File: src/rtl/fetch_stage.sv
// Instruction-fetch stage with IF/ID pipeline register for the 16-bit core.
// Handles stall, downstream redirect, speculative HALT freeze and misaligned-PC error.
module fetch_stage #(
    parameter logic [15:0] RESET_PC  = 16'h0000,
    parameter logic [15:0] NOP_INSTR = 16'h0800
) (
    input  logic        clk,
    input  logic        rst,
    input  logic        stall,
    input  logic        redirect,
    input  logic [15:0] redirect_pc,
    output logic [15:0] imem_addr,
    input  logic [15:0] imem_data,
    output logic [15:0] if_id_instr,
    output logic [15:0] if_id_pc2,
    output logic        if_id_valid,
    output logic        halted,
    output logic        err
);

    // HALT_WAIT and ERROR are mutually exclusive: each is only entered from RUN.
    typedef enum logic [1:0] {
        ST_RUN,
        ST_HALT_WAIT,
        ST_ERROR
    } state_t;

    state_t      state_q, state_d;
    logic [15:0] pc_q, pc_d;
    logic [15:0] instr_q, instr_d;
    logic [15:0] pc2_q, pc2_d;
    logic        valid_q, valid_d;
    logic [15:0] pc_plus2;

    assign pc_plus2 = pc_q + 16'd2;

    always_ff @(posedge clk) begin
        if (rst) begin
            state_q <= ST_RUN;
            pc_q    <= RESET_PC;
            instr_q <= NOP_INSTR;
            pc2_q   <= '0;
            valid_q <= 1'b0;
        end else begin
            state_q <= state_d;
            pc_q    <= pc_d;
            instr_q <= instr_d;
            pc2_q   <= pc2_d;
            valid_q <= valid_d;
        end
    end

    always_comb begin
        state_d = state_q;
        pc_d    = pc_q;
        instr_d = instr_q;
        pc2_d   = pc2_q;
        valid_d = valid_q;

        if (redirect) begin
            pc_d    = redirect_pc;
            instr_d = NOP_INSTR;
            valid_d = 1'b0;
            if (state_q == ST_HALT_WAIT) begin
                state_d = ST_RUN;
            end
        end else if (state_q != ST_RUN) begin
            instr_d = NOP_INSTR;
            valid_d = 1'b0;
        end else if (stall) begin
            pc_d = pc_q;
        end else if (pc_q[0]) begin
            state_d = ST_ERROR;
            instr_d = NOP_INSTR;
            valid_d = 1'b0;
        end else begin
            instr_d = imem_data;
            pc2_d   = pc_plus2;
            valid_d = 1'b1;
            pc_d    = pc_plus2;
            if (imem_data[15:11] == 5'b00000) begin
                state_d = ST_HALT_WAIT;
            end
        end
    end

    assign imem_addr   = pc_q;
    assign if_id_instr = instr_q;
    assign if_id_pc2   = pc2_q;
    assign if_id_valid = valid_q;
    assign halted      = (state_q == ST_HALT_WAIT);
    assign err         = (state_q == ST_ERROR);

endmodule

File: config.mk
export PLATFORM = sky130hd
export DESIGN_NAME = fetch_stage
export DESIGN_NICKNAME = d
export VERILOG_FILES = /design/src/rtl/fetch_stage.sv
export SDC_FILE = /design/constraint.sdc
export NUM_CORES = 1
export LEC_CHECK = 0
export ABC_CLOCK_PERIOD_IN_PS = 1800
export BUFFER_PORTS_ARGS = -buffer_cell sky130_fd_sc_hd__buf_4
export CAP_MARGIN = 0
export CORE_MARGIN = 8
export CORE_UTILIZATION = 35
export CTS_CLUSTER_SIZE = 20
export DETAILED_ROUTE_END_ITERATION = 16
export GPL_TIMING_DRIVEN = 0
export HOLD_SLACK_MARGIN = 0.02
export PLACE_DENSITY = 0.65
export RECOVER_POWER = 25
export SETUP_SLACK_MARGIN = 0.5
export SLEW_MARGIN = 15
export SYNTH_ARGS = -nofsm -noshare
export SYNTH_HDL_FRONTEND = slang
export SYNTH_SLANG_ARGS = --single-unit
File: constraint.sdc
create_clock -name clk -period 1.8 [get_ports clk]
set_clock_uncertainty 0.15 [all_clocks]
set_input_delay 0.27 -clock clk [delete_from_list [all_inputs] [get_ports clk]]
set_output_delay 0.27 -clock clk [all_outputs]
set_load 0.01 [all_outputs]
==> impl_metrics.toml, run 1 <==
[run_status]
outcome = "complete, but fails checks"
failed_checks = "negative setup slack"

[timing]
final.min_clock_period_ns = 1.93
post-route-worst-setup-slack_ns = -0.126
setup-violations-final = 21
drv_slew = 0
timing_worst_slew_pin_value_ns = 0.655
final_worst_hold_slack_ns = 0.0554
slew-limit-headroom_pct = 56.0
layout_worst_path_cycle_share_pct = 107
setup_total_negative_slack_ns = -1.01
final_hold_viol_count = 0
setup_repair_after_global_routing_missed_its_margin = "true"
fmax_mhz = 519

[grt]
grt_pass1_vias = 2552
grt_antenna_before_repair = 0
grt_max_degree = 15
grt_use_total_pct = 15.7
grt_pass1_wl_um = 12500
global_route.overflow_total = 0

[synth]
synth_cell_type_count = 43
netlist_area_sq_um = 2340
synth_cells = 270
synth_edf_count = 0
yosys_most_used_dff = "sky130_fd_sc_hd__dfxtp_1"
post_synth.cell_area_avg_sq_um = 8.67
synth_fp_nets = 307
synth_warnings = 0
synth-async-reset-ratio_pct = 0
ys_seq_elements = 51
ys_seq_area_share_pct = 43.6

[floorplanning]
die_w_um = 97.8
io_pins = 87
starting_density_of_the_core_pct = 35.3
die_h_um = 97.8
design.core.area_sq_um = 6640
dieArea_sq_um = 9570
placementRows = 30

[clocking]
clock-sinks = 51
clk_transition_reported_paths_ns = 0.09
numCtsBuffers = 5
h-tree-depth = 2
clock_insertion_delay_worst_skew_ns = 0.30
maximum_buffer_depth_of_the_clock_tree = 2
clock_tree.root_cell = "sky130_fd_sc_hd__clkbuf_8"
cts_tree = "done"

[route]
drt_first_pass_iters = 4
routed_wl_um = 7620
route.detailed.vias_per_inst = 5.20
routed_antenna_nets = 0
dr_total_vias = 2417
initialDrtViolationCount = 74
route.detailed.drc = 0
drt-wirelength-per-cell_um = 16.4

[place]
detailedPlacementHpwl_um = 5200
routabilityCongestion = 0.876
place_worst_setup_slack_ns = -0.359
port-buffer-count = 85
placed_cell_area_sq_um = 3130

[layout]
layout.core_utilization_pct = 56.3
drive_above_1_share_pct = 46.0
filler_instances = 615
leading_cell_type_in_the_layout_fill_and_taps_excluded = "sky130_fd_sc_hd__buf_4"
final_design_area_no_fill_sq_um = 3740
synthToLayoutAreaGrowth_pct = 59.7
commonest_non_fill_non_tap_cells_in_the_layout = "75 x sky130_fd_sc_hd__buf_4, 34 x sky130_fd_sc_hd__dfxtp_1, 24 x sky130_fd_sc_hd__nor2_1"
sequential_cell_area_sq_um = 1060
num-nets-final = 422
multiInputGateArea_sq_um = 1450
antenna_cells_inserted = 0

[critical_path]
required_ns = 1.81
crit_type = "register to register"
critPathLaunchType = "register"
cp-end-kind = "register"
critPathCapture = "imem_addr[14]"
delay_contributed_by_the_slowest_stage_of_the_critical_path_ns = 0.50
logic_depth_of_the_worst_register_to_register_path = 6
r2r_end = "imem_addr[14]"
cp.arrival_ns = 1.94
cp-startpoint = "state_q[1]"
timing.rr.start = "state_q[1]"
flop2flop_setup_slack_ns = -0.13
cp_cell_sequence = "or4_4 > buf_6 > buf_4 > nor3_4 > mux2i_1 > o211ai_1"
critical_path_peak_fanout = 10
critPathSlowestCell = "sky130_fd_sc_hd__or4_4"

[power_and_ir_drop]
p_int_uw = 1890
p_clk_share_pct = 30.2
netSwitchingFraction_pct = 27.5
p_sw_uw = 716
power.leakage_uw = 0.00148
pwr_density_cell_nw_per_um2 = 696
p_seq_share_pct = 48.3
pwr-share-comb_pct = 21.5
ir_worst_vdd_mv = 0.462

[job]
maxCapViolCount = 0

[worst_hold_path]
worst_hold_path_type = "input pin to register"
[synth_stat cells, types with 2 or more instances]
library cell | number | area [sq um]
sky130_fd_sc_hd__dfxtp_1 | 51 | 1020
sky130_fd_sc_hd__a211oi_1 | 11 | 82.6
sky130_fd_sc_hd__o2bb2ai_1 | 2 | 17.5
sky130_fd_sc_hd__a21oi_1 | 15 | 75.1
sky130_fd_sc_hd__nand3_1 | 7 | 35.0
sky130_fd_sc_hd__buf_4 | 2 | 15.0
sky130_fd_sc_hd__mux2_2 | 2 | 22.5
sky130_fd_sc_hd__a22oi_1 | 16 | 120
sky130_fd_sc_hd__o21a_1 | 6 | 45.0
sky130_fd_sc_hd__nor3b_1 | 3 | 22.5
sky130_fd_sc_hd__nand4_1 | 4 | 25.0
sky130_fd_sc_hd__mux2i_1 | 3 | 30.0
sky130_fd_sc_hd__buf_1 | 3 | 11.3
sky130_fd_sc_hd__xor2_1 | 6 | 52.6
sky130_fd_sc_hd__xnor2_1 | 14 | 123
sky130_fd_sc_hd__nand2_1 | 9 | 33.8
sky130_fd_sc_hd__o22ai_1 | 2 | 12.5
sky130_fd_sc_hd__inv_1 | 8 | 30.0
sky130_fd_sc_hd__clkbuf_1 | 11 | 41.3
sky130_fd_sc_hd__nor3_1 | 11 | 55.1
sky130_fd_sc_hd__nor2_1 | 39 | 146
sky130_fd_sc_hd__nor2b_1 | 7 | 43.8
sky130_fd_sc_hd__nor4_1 | 6 | 37.5
sky130_fd_sc_hd__o21ai_0 | 6 | 30.0
sky130_fd_sc_hd__a21o_1 | 2 | 15.0
sky130_fd_sc_hd__or3_1 | 5 | 31.3
sky130_fd_sc_hd__buf_2 | 3 | 15.0
[power groups by stage]
stage,sequential (uW),clock (uW),combinational (uW)
after floorplan,1290,0,213
after global placement,1280,0,439
after detailed placement,1280,0,443
after CTS,1260,810,507
after global routing,1270,850,606
final,1260,786,559
[stage by stage]
stage	instances	total power [uW]
floorplan	270	1500
global placement	435	1720
global route	465	2720
finish	465	2600
CTS	455	2580
detailed placement	435	1720
[critical path: cells and delay by family (launching register included)]
family,cells,cell delay (ns)
AOI/OAI and AO/OA,1,0.10
buffers and inverters,2,0.34
DFF,1,0.37
muxes,1,0.21
and+or+nand+nor,2,0.62
[final cells by class]
cell class,count,area share [%]
clock buffers,6,1.94
plain buffers,20,4.25
inverters,8,0.803
flip-flops and latches,51,28.4
clock inverters,1,0.803
repair buffers,108,22.3
well taps,80,2.68
multi-input cells,191,38.8
[how the worst min path moves through the flow]
stage                              start             end  slack (ns)  cells after the start
after global routing      redirect_pc[2]    imem_addr[2]        0.05                      3
after CTS                   imem_data[7]  if_id_instr[7]        0.03                      3
final                     redirect_pc[2]    imem_addr[2]        0.06                      3
after global placement      if_id_pc2[0]    if_id_pc2[0]        0.30                      1
after detailed placement   if_id_pc2[13]   if_id_pc2[13]        0.31                      1
after floorplan           redirect_pc[0]        register        0.26                      2
[state kept, by name, summed over array words and instances, names as in the netlist, named ones only]
name	cells
if_id_valid	1
imem_addr	15
state_q	2
if_id_pc2	16
if_id_instr	16
[layer usage]
metal	share of wire, %	vias to the layer above	global-route usage (%)
met4	1.3	0	4.32
met3	9.2	10	6.05
met1	42	1145	17.9
li1	-	1183	-
met2	47	79	26.6
met5	0	-	0
[cells by family (layout without fill, tap and decap cells)]
group                    count (synthesis)  after routing  synth area share (%)
AND/OR/NAND/NOR                        101            101                  22.3
AO/OA/AOI/OAI                           64             64                  18.5
flip-flops                              51             51                  43.6
buffers and inverters                   28            143                  5.29
XOR/XNOR                                20             20                  7.48
multiplexers                             5              5                  2.24
adder cells (fa/ha/maj)                  1              1                 0.534
[timing repair]
action / CTS / global route
gates resized for setup: 59 / 52
setup buffers: 11 / 9
setup endpoints to repair: 60 / 61
pin swaps: 6 / 19
hold buffers: 0 / 0
cloned: 2 / 1
Power figures use the tool's default switching activity.
==> run 2: changes to the inputs <==
--- a/config.mk
+++ b/config.mk
@@ -5,11 +5,13 @@
 export SDC_FILE = /design/constraint.sdc
 export NUM_CORES = 1
 export LEC_CHECK = 0
+export ABC_AREA = 1
 export ABC_CLOCK_PERIOD_IN_PS = 1800
 export BUFFER_PORTS_ARGS = -buffer_cell sky130_fd_sc_hd__buf_4
 export CAP_MARGIN = 0
 export CORE_MARGIN = 8
 export CORE_UTILIZATION = 35
+export CTS_BUF_LIST = sky130_fd_sc_hd__clkbuf_4 sky130_fd_sc_hd__clkbuf_8
 export CTS_CLUSTER_SIZE = 20
 export DETAILED_ROUTE_END_ITERATION = 16
 export GPL_TIMING_DRIVEN = 0
@@ -17,7 +19,7 @@
 export PLACE_DENSITY = 0.65
 export RECOVER_POWER = 25
 export SETUP_SLACK_MARGIN = 0.5
-export SLEW_MARGIN = 15
+export SLEW_MARGIN = 20
 export SYNTH_ARGS = -nofsm -noshare
 export SYNTH_HDL_FRONTEND = slang
 export SYNTH_SLANG_ARGS = --single-unit
==> run 2 against run 1 <==
  * The run now ends clean
  * Clock power rose by 9.4%
  * Die area barely moved
  * Sequential power barely moved
  * Setup slack improved by 0.43 ns
  * Utilization rose by 2.7 points
  * Via count rose by 10%
  * Register-to-register slack improved by 0.43 ns
  * Total power rose by 1.0%
  * Synthesized cell count rose by 24%
  * Flip-flop and latch count did not move
  * Clock-buffer cell count did not move
  * Sequential share of layout area fell by 1.2 points
==> impl_metrics.toml, run 2 <==
[worst_hold_path]
worst_hold_path_type = "input pin to register"
hp-start = "imem_data[11]"

[layout]
drive_above_1_share_pct = 44.5
commonest_non_fill_non_tap_cells_in_the_layout = "93 x sky130_fd_sc_hd__nand2_1, 74 x sky130_fd_sc_hd__buf_4, 34 x sky130_fd_sc_hd__dfxtp_1"
leading_cell_type_in_the_layout_fill_and_taps_excluded = "sky130_fd_sc_hd__nand2_1"
num-nets-final = 494
filler_instances = 578
synthToLayoutAreaGrowth_pct = 67.5
antenna_cells_inserted = 0
final_design_area_no_fill_sq_um = 3920

[synth]
ys_seq_area_share_pct = 43.6
synth_warnings = 0
post_synth_most_frequent_cells = "116 x sky130_fd_sc_hd__nand2_1, 51 x sky130_fd_sc_hd__dfxtp_1, 34 x sky130_fd_sc_hd__inv_1, 33 x sky130_fd_sc_hd__a21oi_1, 19 x sky130_fd_sc_hd__nand3_1"
yosys_most_used_dff = "sky130_fd_sc_hd__dfxtp_1"
synthMostInstantiatedCell = "sky130_fd_sc_hd__nand2_1"
synth_top_cell_by_area = "sky130_fd_sc_hd__dfxtp_1"
post_synth.cell_area_avg_sq_um = 7.01
ys_seq_elements = 51
synth_fp_nets = 371
synth_compound_gate_area_share_pct = 13.4
synth_cell_type_count = 28
synth-async-reset-ratio_pct = 0
synthAdderAreaFrac_pct = 0.534
synth_area_leaders = "sky130_fd_sc_hd__dfxtp_1 44%, sky130_fd_sc_hd__nand2_1 19%, sky130_fd_sc_hd__a21oi_1 7.1%, sky130_fd_sc_hd__inv_1 5.5%, sky130_fd_sc_hd__nand3_1 4.1%"
yosys.area_share.simple_pct = 30.8
synth_edf_count = 0
yosys.area.top_type_share_pct = 43.6
largest_family_of_logic_cells_by_synthesized_area = "simple AND/OR/NAND/NOR gates"
netlist_area_sq_um = 2340
yosys.area_share.xor_xnor_pct = 1.50
post_synth_mux_area_share_pct = 0
synth_cells = 334

[place]
place_worst_setup_slack_ns = 0.240
port-buffer-count = 84
detailedPlacementHpwl_um = 5260
routabilityCongestion = 0.829
placed_cell_area_sq_um = 3150

[floorplanning]
starting_density_of_the_core_pct = 35.2
die_h_um = 97.8
die_w_um = 97.8
dieArea_sq_um = 9560
placementRows = 30
design.core.area_sq_um = 6640
io_pins = 87

[critical_path]
timing.critical_path.buf_inv = 1
critical_path.most_common_cell = "sky130_fd_sc_hd__nand2_2"
timing.rr.start = "imem_addr[1]"
path_delay_family = "simple AND/OR/NAND/NOR gates"
critical_path_peak_fanout = 4
critPathSlowestCell = "sky130_fd_sc_hd__dfxtp_4"
delay_contributed_by_the_slowest_stage_of_the_critical_path_ns = 0.39
critPathLaunchType = "register"
cp_cell_sequence = "ha_4 > nand3_4 > nor2_4 > xor2_1 > nand2_2 > nand2_2 > nand2_1 > inv_1"
cp.arrival_ns = 1.61
cp-end-kind = "register"
required_ns = 1.91
cp-startpoint = "imem_addr[1]"
crit_type = "register to register"

[route]
dr_total_vias = 2658
route.detailed.vias_per_inst = 4.94
initialDrtViolationCount = 154
route.detailed.drc = 0
routed_antenna_nets = 0
drt_first_pass_iters = 4
routed_wl_um = 8130
drt-wirelength-per-cell_um = 15.1

[clocking]
numCtsBuffers = 5
maximum_buffer_depth_of_the_clock_tree = 2
clk_transition_reported_paths_ns = 0.10
cts_tree = "done"
clock_insertion_delay_worst_skew_ns = 0.31
clock-sinks = 51
clock_tree.root_cell = "sky130_fd_sc_hd__clkbuf_8"
h-tree-depth = 2

[run_status]
outcome = "completed"

[timing]
setup-violations-final = 0
slew-limit-headroom_pct = 55.7
drv_slew = 0
final_hold_viol_count = 0
post-route-worst-setup-slack_ns = 0.301
final.min_clock_period_ns = 1.50
timing_worst_slew_pin_value_ns = 0.664
setup_repair_after_global_routing_missed_its_margin = "true"
fmax_mhz = 667
layout_worst_path_cycle_share_pct = 83.3
setup_total_negative_slack_ns = 0

[power_and_ir_drop]
pwr_density_cell_nw_per_um2 = 670
power.leakage_uw = 0.00171
ir_worst_vdd_mv = 0.446
power_uw = 2630

[grt]
grt_antenna_before_repair = 0
grt_use_total_pct = 16.0
grt_max_degree = 17
grt_pass1_vias = 2633
grt_pass1_wl_um = 12600
global_route.overflow_total = 0

[job]
maxCapViolCount = 0
==> run 2: cell types whose count changed in the layout (fill, tap and decap cells not counted), sizes merged, moves of 13 or more <==
cell	before	now
a22oi	16	0
inv	8	40
nor2	40	21
a21oi	15	33
nand2	9	117
nand3	7	20
xnor2	14	1
==> run 2: timing repair <==
| action | CTS | global route |
|---|---|---|
| pin swaps | 18 | 17 |
| endpoints found under the hold margin | 2 | 0 |
| setup endpoints to repair | 49 | 61 |
| buffers inserted | 22 | 5 |
| hold buffers | 1 | 0 |
| cloned | 4 | 0 |
| resized for setup | 65 | 64 |
==> run 2: worst min-delay path, cell delays in order <==
cell and delay (ns):
sky130_fd_sc_hd__buf_4 0.09, sky130_fd_sc_hd__o22ai_1 0.06, sky130_fd_sc_hd__nand2_1 0.05
==> run 2: worst paths after layout <==
check                                        to  slack, ns  cells after the start
worst min-delay path            if_id_instr[11]       0.03                      3
worst max register to register     if_id_pc2[7]       0.30                      8
worst min register to register     if_id_pc2[0]       0.30                      2
worst max-delay path               if_id_pc2[7]       0.30                      8
==> run 2: stage by stage <==
stage          hold WS, ns  cells  util (%)
3_3_place_gp         0.295    498      47.4
6_report            0.0288    538      59.0
2_1_floorplan        0.180    334         -
4_1_cts             0.0231    533      56.4
3_5_place_dp         0.297    498      47.4
5_1_grt             0.0398    538      59.0
==> run 2: kinds of logic after synthesis <==
logic type,count (synthesis)
and+or+nand+nor,168
AOI/OAI and AO/OA,58
buffers and inverters,52
DFF,51
xor gates and xnor gates,4
adders and majority gates,1
==> run 2: layout make-up <==
cell class	count	area (sq um)	share of cell area [%]
inverter	39	166	4.25
timing repair buffer	116	896	22.9
clock inverter	2	38.8	0.989
multi-input combinational	231	1460	37.3
tap	80	100	2.55
sequential	51	1060	27.2
buffer	13	108	2.74
clock buffer	6	82.6	2.11
==> run 2: metal layers <==
| metal | track usage, % | routed length (um) |
|---|---|---|
| met5 | 0 | 0 |
| met4 | 5.04 | 201 |
| met3 | 4.55 | 525 |
| met2 | 28.0 | 4050 |
| met1 | 18.3 | 3350 |
==> run 2: where the power goes <==
group / switching [uW] / total (uW) / internal (uW)
sequential: 56.0 / 1230 / 1170
clock: 403 / 860 / 458
combinational: 274 / 537 / 263
==> run 3: changes to the inputs <==
--- a/config.mk
+++ b/config.mk
@@ -5,8 +5,8 @@
 export SDC_FILE = /design/constraint.sdc
 export NUM_CORES = 1
 export LEC_CHECK = 0
-export ABC_AREA = 1
-export ABC_CLOCK_PERIOD_IN_PS = 1800
+export ABC_AREA = 0
+export ABC_CLOCK_PERIOD_IN_PS = 1300
 export BUFFER_PORTS_ARGS = -buffer_cell sky130_fd_sc_hd__buf_4
 export CAP_MARGIN = 0
 export CORE_MARGIN = 8
==> constraint.sdc (replaced) <==
create_clock -name clk -period 1.3 [get_ports clk]
set_clock_uncertainty 0.15 [all_clocks]
set_input_delay 0.195 -clock clk [delete_from_list [all_inputs] [get_ports clk]]
set_output_delay 0.195 -clock clk [all_outputs]
set_load 0.01 [all_outputs]
==> run 3 against run 2 <==
  * The flow now finishes with violations (negative hold slack, negative setup slack)
  * Total power up 37%
  * Flip-flop and latch count unchanged
  * Combinational power up 64%
  * Setup slack worse by 0.96 ns
  * Routed wire length down 1.2%
  * Cell count down 11%
  * Final area up 7.3%
  * Critical path type unchanged
  * Largest power group unchanged
  * Highest routed layer unchanged
==> impl_metrics.toml, run 3 (synthesized netlist as in run 1, its figures left out) <==
[run_status]
outcome = "complete, but fails checks"
failed_checks = "negative hold slack, negative setup slack"

[route]
route.detailed.vias_per_inst = 5.18
routed_wl_um = 8030
drt_first_pass_iters = 4
initialDrtViolationCount = 81
routed_antenna_nets = 0
drt-wirelength-per-cell_um = 16.7
dr_total_vias = 2490
route.detailed.drc = 0

[timing]
timing_worst_slew_pin_value_ns = 0.643
fmax_mhz = 511
final.min_clock_period_ns = 1.96
drv_slew = 0
setup_repair_after_global_routing_missed_its_margin = "true"
layout_worst_path_cycle_share_pct = 150
slew-limit-headroom_pct = 57.2
final_worst_hold_slack_ns = -0.0452
final_hold_viol_count = 12
post-route-worst-setup-slack_ns = -0.655
setup-violations-final = 52

[clocking]
clock_tree.root_cell = "sky130_fd_sc_hd__clkbuf_8"
clk_transition_reported_paths_ns = 0.10
clock-sinks = 51
cts_tree = "done"
clock_insertion_delay_worst_skew_ns = 0.31
numCtsBuffers = 5
maximum_buffer_depth_of_the_clock_tree = 2
h-tree-depth = 2

[critical_path]
logic_depth_of_the_worst_register_to_register_path = 7
critical_path_peak_fanout = 7
cp-end-kind = "register"
cp_cell_sequence = "or4_4 > buf_6 > buf_6 > nor2_4 > buf_6 > nor2_2 > a211oi_2"
crit_type = "register to register"
path_delay_family = "simple AND/OR/NAND/NOR gates"
required_ns = 1.38
delay_contributed_by_the_slowest_stage_of_the_critical_path_ns = 0.50
critical_path.most_common_cell = "sky130_fd_sc_hd__buf_6"
timing.critical_path.depth = 7
cp.arrival_ns = 2.04
critPathSlowestCell = "sky130_fd_sc_hd__or4_4"
timing.critical_path.buf_inv = 3
critPathLaunchType = "register"

[floorplanning]
io_pins = 87
starting_density_of_the_core_pct = 35.3
die_h_um = 97.8
design.core.area_sq_um = 6640
dieArea_sq_um = 9570
die_w_um = 97.8
placementRows = 30

[grt]
grt_antenna_before_repair = 0
grt_pass1_wl_um = 12900
global_route.overflow_total = 0
grt_max_degree = 17
use_met1_pct = 18.4
grt_pass1_vias = 2571
grt_util_met2_pct = 26.9
grt_use_total_pct = 16.2
met3_usage_pct = 6.26
top_usage_layer = "met2"

[place]
detailedPlacementHpwl_um = 5170
port-buffer-count = 85
place_worst_setup_slack_ns = -0.777
routabilityCongestion = 0.815
placedCellCount = 435

[worst_hold_path]
hold_depth = 3
worst_hold_path_type = "input pin to register"

[power_and_ir_drop]
power.leakage_uw = 0.00173
pwr_density_cell_nw_per_um2 = 858
ir_worst_vdd_mv = 0.720

[layout]
leading_cell_type_in_the_layout_fill_and_taps_excluded = "sky130_fd_sc_hd__buf_6"
num-nets-final = 437
drive_above_1_share_pct = 59.4
antenna_cells_inserted = 0
synthToLayoutAreaGrowth_pct = 79.6
commonest_non_fill_non_tap_cells_in_the_layout = "65 x sky130_fd_sc_hd__buf_6, 64 x sky130_fd_sc_hd__buf_4, 30 x sky130_fd_sc_hd__dfxtp_2"
layout.cells.non_filler = 481

[job]
maxCapViolCount = 0
-- run 3: cell count changes in the layout (fill, tap and decap cells not counted), sizes merged, moves of 13 or more --
cell	change
nand2	-108
buf	+34
inv	-31
clkbuf	-19
nor2	+19
a21oi	-18
a22oi	+16
nand3	-13
xnor2	+13
-- run 3: worst min-delay path, cell delays in order --
cell and delay, ns:
sky130_fd_sc_hd__buf_4 0.08, sky130_fd_sc_hd__a21oi_2 0.04, sky130_fd_sc_hd__nor2_1 0.07
-- run 3: area by class of cell --
| type | count | area [sq um] |
|---|---|---|
| plain buffers | 20 | 188 |
| clock inverters | 2 | 16.3 |
| repair buffers | 123 | 1160 |
| clock buffers | 6 | 76.3 |
| inverters | 8 | 30.0 |
| multi-input cells | 191 | 1540 |
| flip-flops and latches | 51 | 1100 |
| fillers | 554 | 2440 |
| well taps | 80 | 100 |
-- run 3: worst paths after layout --
path	slack, ns	startpoint	to
min reg2reg	0.33	if_id_pc2[15]	if_id_pc2[15]
min	-0.05	redirect_pc[0]	register
max reg2reg	-0.66	state_q[0]	if_id_pc2[7]
max	-0.66	state_q[0]	if_id_pc2[7]
-- run 3: stage by stage --
stage                     TNS, ns  area [sq um]  power [uW]  utilization [%]  hold WS (ns)
final                      -22.69          4210        3610             63.3       -0.0452
after global routing       -26.31          4210        3790             63.3       -0.0270
after CTS                  -21.27          3930        3540             59.1       -0.0503
after detailed placement   -23.05          3160        2390             47.6         0.275
after global placement     -22.32          3160        2380             47.6         0.274
after floorplan            -13.40          2420        2090                -         0.175
-- run 3: where the power goes --
| part | internal (uW) | leakage, uW | switching, uW |
|---|---|---|---|
| Combinational | 489 | 0.00125 | 389 |
| Clock | 409 | 0.0000452 | 571 |
| Sequential | 1650 | 0.000436 | 104 |
| Total | 2550 | 0.00173 | 1060 |
-- run 3: per-layer routing --
layer  share of wire, %  routed length [um]
met1                 41                3310
met2                 49                3950
met3                7.9                 634
met4                1.7                 139
met5                  0                   0
-- run 3: repair_timing --
item                                   in CTS  in global routing
setup endpoints to repair                 102                102
gates resized for setup                   155                 43
buffers inserted                           18                 18
endpoints found under the hold margin      22                 13
pin swaps                                  28                 19
gates cloned                                2                  0
